--- src/rtl/alu_operand_b_stage.sv ---
// Registered ALU B-operand select with valid/ready handshake and internal immediate variants.
// Optional build macro ALU_OPERAND_B_STICKY_ERR_EN makes sel_err sticky until reset.
module alu_operand_b_stage #(
    parameter int                 WIDTH     = 32,
    parameter int                 IMM_WIDTH = 16,
    parameter int                 NUM_EXT   = 2,
    parameter logic [WIDTH-1:0]   CONST_VAL = WIDTH'(32'd4)
) (
    input  logic                                          clk,
    input  logic                                          reset,
    input  logic [2:0]                                    sel,
    input  logic [WIDTH-1:0]                              b_in,
    input  logic [IMM_WIDTH-1:0]                          imm_in,
    input  logic [((NUM_EXT > 0) ? NUM_EXT : 1)*WIDTH-1:0] ext_in,
    input  logic                                          req_valid,
    output logic                                          req_ready,
    output logic                                          out_valid,
    input  logic                                          out_ready,
    output logic [WIDTH-1:0]                              data_out,
    output logic                                          sel_err
);

    logic [WIDTH-1:0] imm_sext;
    logic [WIDTH-1:0] imm_zext;
    logic [WIDTH-1:0] imm_upper;
    logic [WIDTH-1:0] ext0;
    logic [WIDTH-1:0] ext1;
    logic [WIDTH-1:0] sel_value;
    logic             sel_legal;
    logic             accept;
    logic             err_on_accept;
    logic             err_on_drain;

    assign imm_sext  = {{(WIDTH-IMM_WIDTH){imm_in[IMM_WIDTH-1]}}, imm_in};
    assign imm_zext  = {{(WIDTH-IMM_WIDTH){1'b0}}, imm_in};
    assign imm_upper = {imm_in, {(WIDTH-IMM_WIDTH){1'b0}}};

    // Absent channels read as zero so the select mux never slices past ext_in.
    generate
        if (NUM_EXT >= 1) begin : g_ext0
            assign ext0 = ext_in[0 +: WIDTH];
        end else begin : g_no_ext0
            assign ext0 = '0;
        end
        if (NUM_EXT >= 2) begin : g_ext1
            assign ext1 = ext_in[WIDTH +: WIDTH];
        end else begin : g_no_ext1
            assign ext1 = '0;
        end
    endgenerate

    assign sel_legal = (sel < 3'd6)
                    || ((sel == 3'd6) && (NUM_EXT >= 1))
                    || ((sel == 3'd7) && (NUM_EXT >= 2));

    always_comb begin
        sel_value = '0;
        case (sel)
            3'd0:    sel_value = b_in;
            3'd1:    sel_value = CONST_VAL;
            3'd2:    sel_value = imm_sext;
            3'd3:    sel_value = imm_sext << 2;
            3'd4:    sel_value = imm_zext;
            3'd5:    sel_value = imm_upper;
            3'd6:    sel_value = ext0;
            default: sel_value = ext1;
        endcase
    end

    assign req_ready = !out_valid || out_ready;
    assign accept    = req_valid && req_ready;

`ifdef ALU_OPERAND_B_STICKY_ERR_EN
    assign err_on_accept = sel_err | ~sel_legal;
    assign err_on_drain  = sel_err;
`else
    assign err_on_accept = ~sel_legal;
    assign err_on_drain  = 1'b0;
`endif

    // A stalled result (out_valid && !out_ready) falls through every branch and is held.
    always_ff @(posedge clk or posedge reset) begin
        if (reset) begin
            out_valid <= 1'b0;
            data_out  <= '0;
            sel_err   <= 1'b0;
        end else if (accept) begin
            out_valid <= 1'b1;
            data_out  <= sel_legal ? sel_value : '0;
            sel_err   <= err_on_accept;
        end else if (out_valid && out_ready) begin
            out_valid <= 1'b0;
            sel_err   <= err_on_drain;
        end
    end

endmodule

--- config.mk ---
export PLATFORM = sky130hd
export DESIGN_NAME = alu_operand_b_stage
export DESIGN_NICKNAME = d
export VERILOG_FILES = /design/src/rtl/alu_operand_b_stage.sv
export SDC_FILE = /design/constraint.sdc
export NUM_CORES = 1
export LEC_CHECK = 0
export CORE_ASPECT_RATIO = 1.1
export CORE_UTILIZATION = 25
export CTS_BUF_LIST = sky130_fd_sc_hd__clkbuf_8 sky130_fd_sc_hd__clkbuf_16
export DETAILED_ROUTE_END_ITERATION = 8
export GPL_TIMING_DRIVEN = 0
export PLACE_DENSITY = 0.61
export SETUP_SLACK_MARGIN = 0.15
export SLEW_MARGIN = 20
export SYNTH_ARGS = -nofsm -noshare
export SYNTH_HDL_FRONTEND = slang
export SYNTH_SLANG_ARGS = --single-unit
export TNS_END_PERCENT = 10
--- constraint.sdc ---
create_clock -name clk -period 1.65 [get_ports clk]
set_clock_uncertainty 0.1 [all_clocks]
set_input_delay 0.4125 -clock clk [delete_from_list [all_inputs] [get_ports clk]]
set_output_delay 0.4125 -clock clk [all_outputs]
set_load 0.05 [all_outputs]
==> flow_summary.ini <==
[run_status]
status = completed

[setup_path]
cp.arrival_ns = 1.04
worstSetupPathType = register to primary output
cpPeakStageDelay_ns = 0.38
critPathCaptureType = primary output
critPathTopFamily = buffers and inverters
worstPathMaxFanout = 2
crit_path_start = data_out[16]$_DFFE_PP0P_
r2r_start = out_valid$_DFFE_PP0P_
worstSetupStartpointType = register
crit_chain = clkdlybuf4s15_2
critPathBufInv = 1
critPathSlowestCell = clkdlybuf4s15_2
required_ns = 1.14

[drt]
avgRoutedWirePerCell_um = 19.34
drc_errors = 0
wirelength_mm = 10.81
firstDrtPassIters = 4
num_vias = 3026
drt_iter0_drc = 155
ant_nets = 0
vias_per_cell = 5.413

[yosys]
ys_warn_count = 0
yosysMostFrequentCell = dfrtp_1
ys_types = 36
syn_area_per_cell_um2 = 8.892
synthArstFlopShare_pct = 100.0
synth-seq-cells = 34
yosysSeqAreaShare_pct = 34.05
synthFlopType = dfrtp_1
yosysTopAreaCell = dfrtp_1
ys_top_cells_by_count = dfrtp_1 (34), nand2_1 (33), o22ai_1 (28)
netlist_top_cells_area = dfrtp_1 (34%), a2bb2oi_1 (9.5%), o22ai_1 (7.0%)
synth_edf_count = 0
mappedNetlistArea_um2 = 2499
yosysTopAreaCellShare_pct = 34.05
syn_inst = 281
syn_nets = 400

[global_routing]
grt_max_degree = 35
grt_pass1_vias = 3179
use_met2_pct = 34.21
grt.busiest_layer = met2
grt_util_met1_pct = 25.48
grt_usage_pct = 20.45
grt_pass1_wl_mm = 16.51
antenna_found_initial = 0
overflow = 0
met3_usage_pct = 4.302

[floorplanning]
die_y_um = 106.9
placementRows = 37
initial_core_util_pct = 26.20
die_w_um = 97.32
ios = 154
coreArea_um2 = 9537
die-area_um2 = 10400

[timing]
max_freq_ghz = 0.6446
slew_violations = 0
slew_headroom_pct = 47.98
worstMarginPinSlew_ns = 0.7791
fin_crit_ns = 1.551
hold_viol = 0
setup_tns_ns = 0
setup_viol = 0
rsz0062_at_grt = true
period_share_pct = 94.02

[cts]
cts_buffers = 5
clock-sinks = 34
path_clk_slew_ns = 0.08
cts_max_level = 2
clock_latency_ns = 0.29
hold_buffers = 0
cts_tree = done
cts-root-buf = clkbuf_8
clock_path_buffers = 2

[power]
p_per_area_nw_per_um2 = 829.5
irDropWorstVdd_mv = 0.4355
p_leak_nw = 1.798

[hold_path]
holdCritPathClass = register to register
min_from = sel_err$_DFFE_PP0P_

[place]
dp_hpwl_mm = 8.363
place_congestion = 0.8798
io_buffers = 150
dpl-instance-area_um2 = 4172

[final_layout]
drive_above_1_share_pct = 21.49
nFillCells = 925
antenna_cells = 0
area_delta_synth_final_pct = 76.26
stdcell_area_um2 = 4404
final_nets = 560

[job]
max_cap_viol_count = 0
power by group:
part / internal [mW] / leakage, nW / total (mW) / switching, mW
registers: 0.966 / 0.392 / 1.04 / 0.0734
logic: 0.690 / 1.33 / 1.63 / 0.939
clock network: 0.645 / 0.0714 / 0.985 / 0.340
logic make-up (layout without fill, tap and decap cells):
logic type	Yosys count	in the layout	share of synthesized area [%]
buffers and inverters	35	196	8.763
muxes	16	16	6.459
xor gates and xnor gates	1	1	0.3506
and+or+nand+nor	63	63	12.02
DFF	34	34	34.05
AOI/OAI and AO/OA	132	132	38.36
flip-flops by register name, indices dropped and copies added, names as in the netlist:
name and count:
sel_err 1, out_valid 1, data_out 32
cells in the final DEF (no fill, tap or decap), drive strengths merged, types with 3 or more instances in the layout:
cell type | Yosys | routed
o21ai | 20 | 20
nor2 | 16 | 16
mux2i | 15 | 15
and2 | 3 | 3
o2bb2ai | 13 | 13
dfrtp | 34 | 34
a21oi | 15 | 15
dlygate4sd2 | 0 | 3
o22ai | 28 | 28
o221a | 3 | 3
nand2b | 3 | 3
buf | 27 | 37
a221oi | 16 | 16
clkdlybuf4s15 | 0 | 28
a2bb2oi | 28 | 28
nand2 | 33 | 33
clkdlybuf4s50 | 0 | 111
o211ai | 3 | 3
clkbuf | 6 | 12
layout make-up:
class | count | area (um2) | share of cell area (%)
repair buffers | 153 | 1533 | 34.80
flip-flops and latches | 34 | 852.1 | 19.35
multi-input cells | 212 | 1486 | 33.75
well taps | 117 | 146.4 | 3.324
plain buffers | 33 | 236.5 | 5.369
clock buffers | 6 | 82.58 | 1.875
inverters | 2 | 7.507 | 0.1705
clock inverters | 2 | 60.06 | 1.364
path summary, 6_finish.rpt:
check                                           end  slack, ns  cells past startpoint
min in group asynchronous   data_out[7]$_DFFE_PP0P_       0.49                      2
max in group asynchronous     out_valid$_DFFE_PP0P_       0.43                      2
hold reg to reg                 sel_err$_DFFE_PP0P_       0.40                      1
setup / recovery                       data_out[16]        0.1                      1
setup reg to reg           data_out[15]$_DFFE_PP0P_       0.14                      6
hold / removal                  sel_err$_DFFE_PP0P_       0.40                      1
routing by layer:
metal | part of all wire, % | vias up | wire length, um
met4 | 3.5 | 0 | 380
met1 | 42 | 1418 | 4514
li1 | - | 1418 | -
met5 | 0 | - | 0
met2 | 47 | 159 | 5131
met3 | 7.3 | 31 | 784
timing repair:
action | 4_1_cts | 5_1_grt
buffers inserted | 2 | 0
cloned | 1 | 0
hold endpoints to repair | 0 | 0
pin swaps | 1 | 1
gates resized for setup | 123 | 16
endpoints found under the setup margin | 67 | 62
per-stage QoR:
step	utilization (%)	hold slack, ns	std cells	setup WS [ns]	power (mW)
global route	46.18	0.4322	559	0.06909	3.802
CTS	45.64	0.4030	559	0.07131	3.662
floorplan	-	0.4208	281	0.05813	2.001
detailed placement	43.74	0.3747	548	-0.7135	2.709
finish	46.18	0.3960	559	0.09861	3.653
global placement	43.74	0.3738	548	-0.7149	2.700
Power figures use the tool's default switching activity.
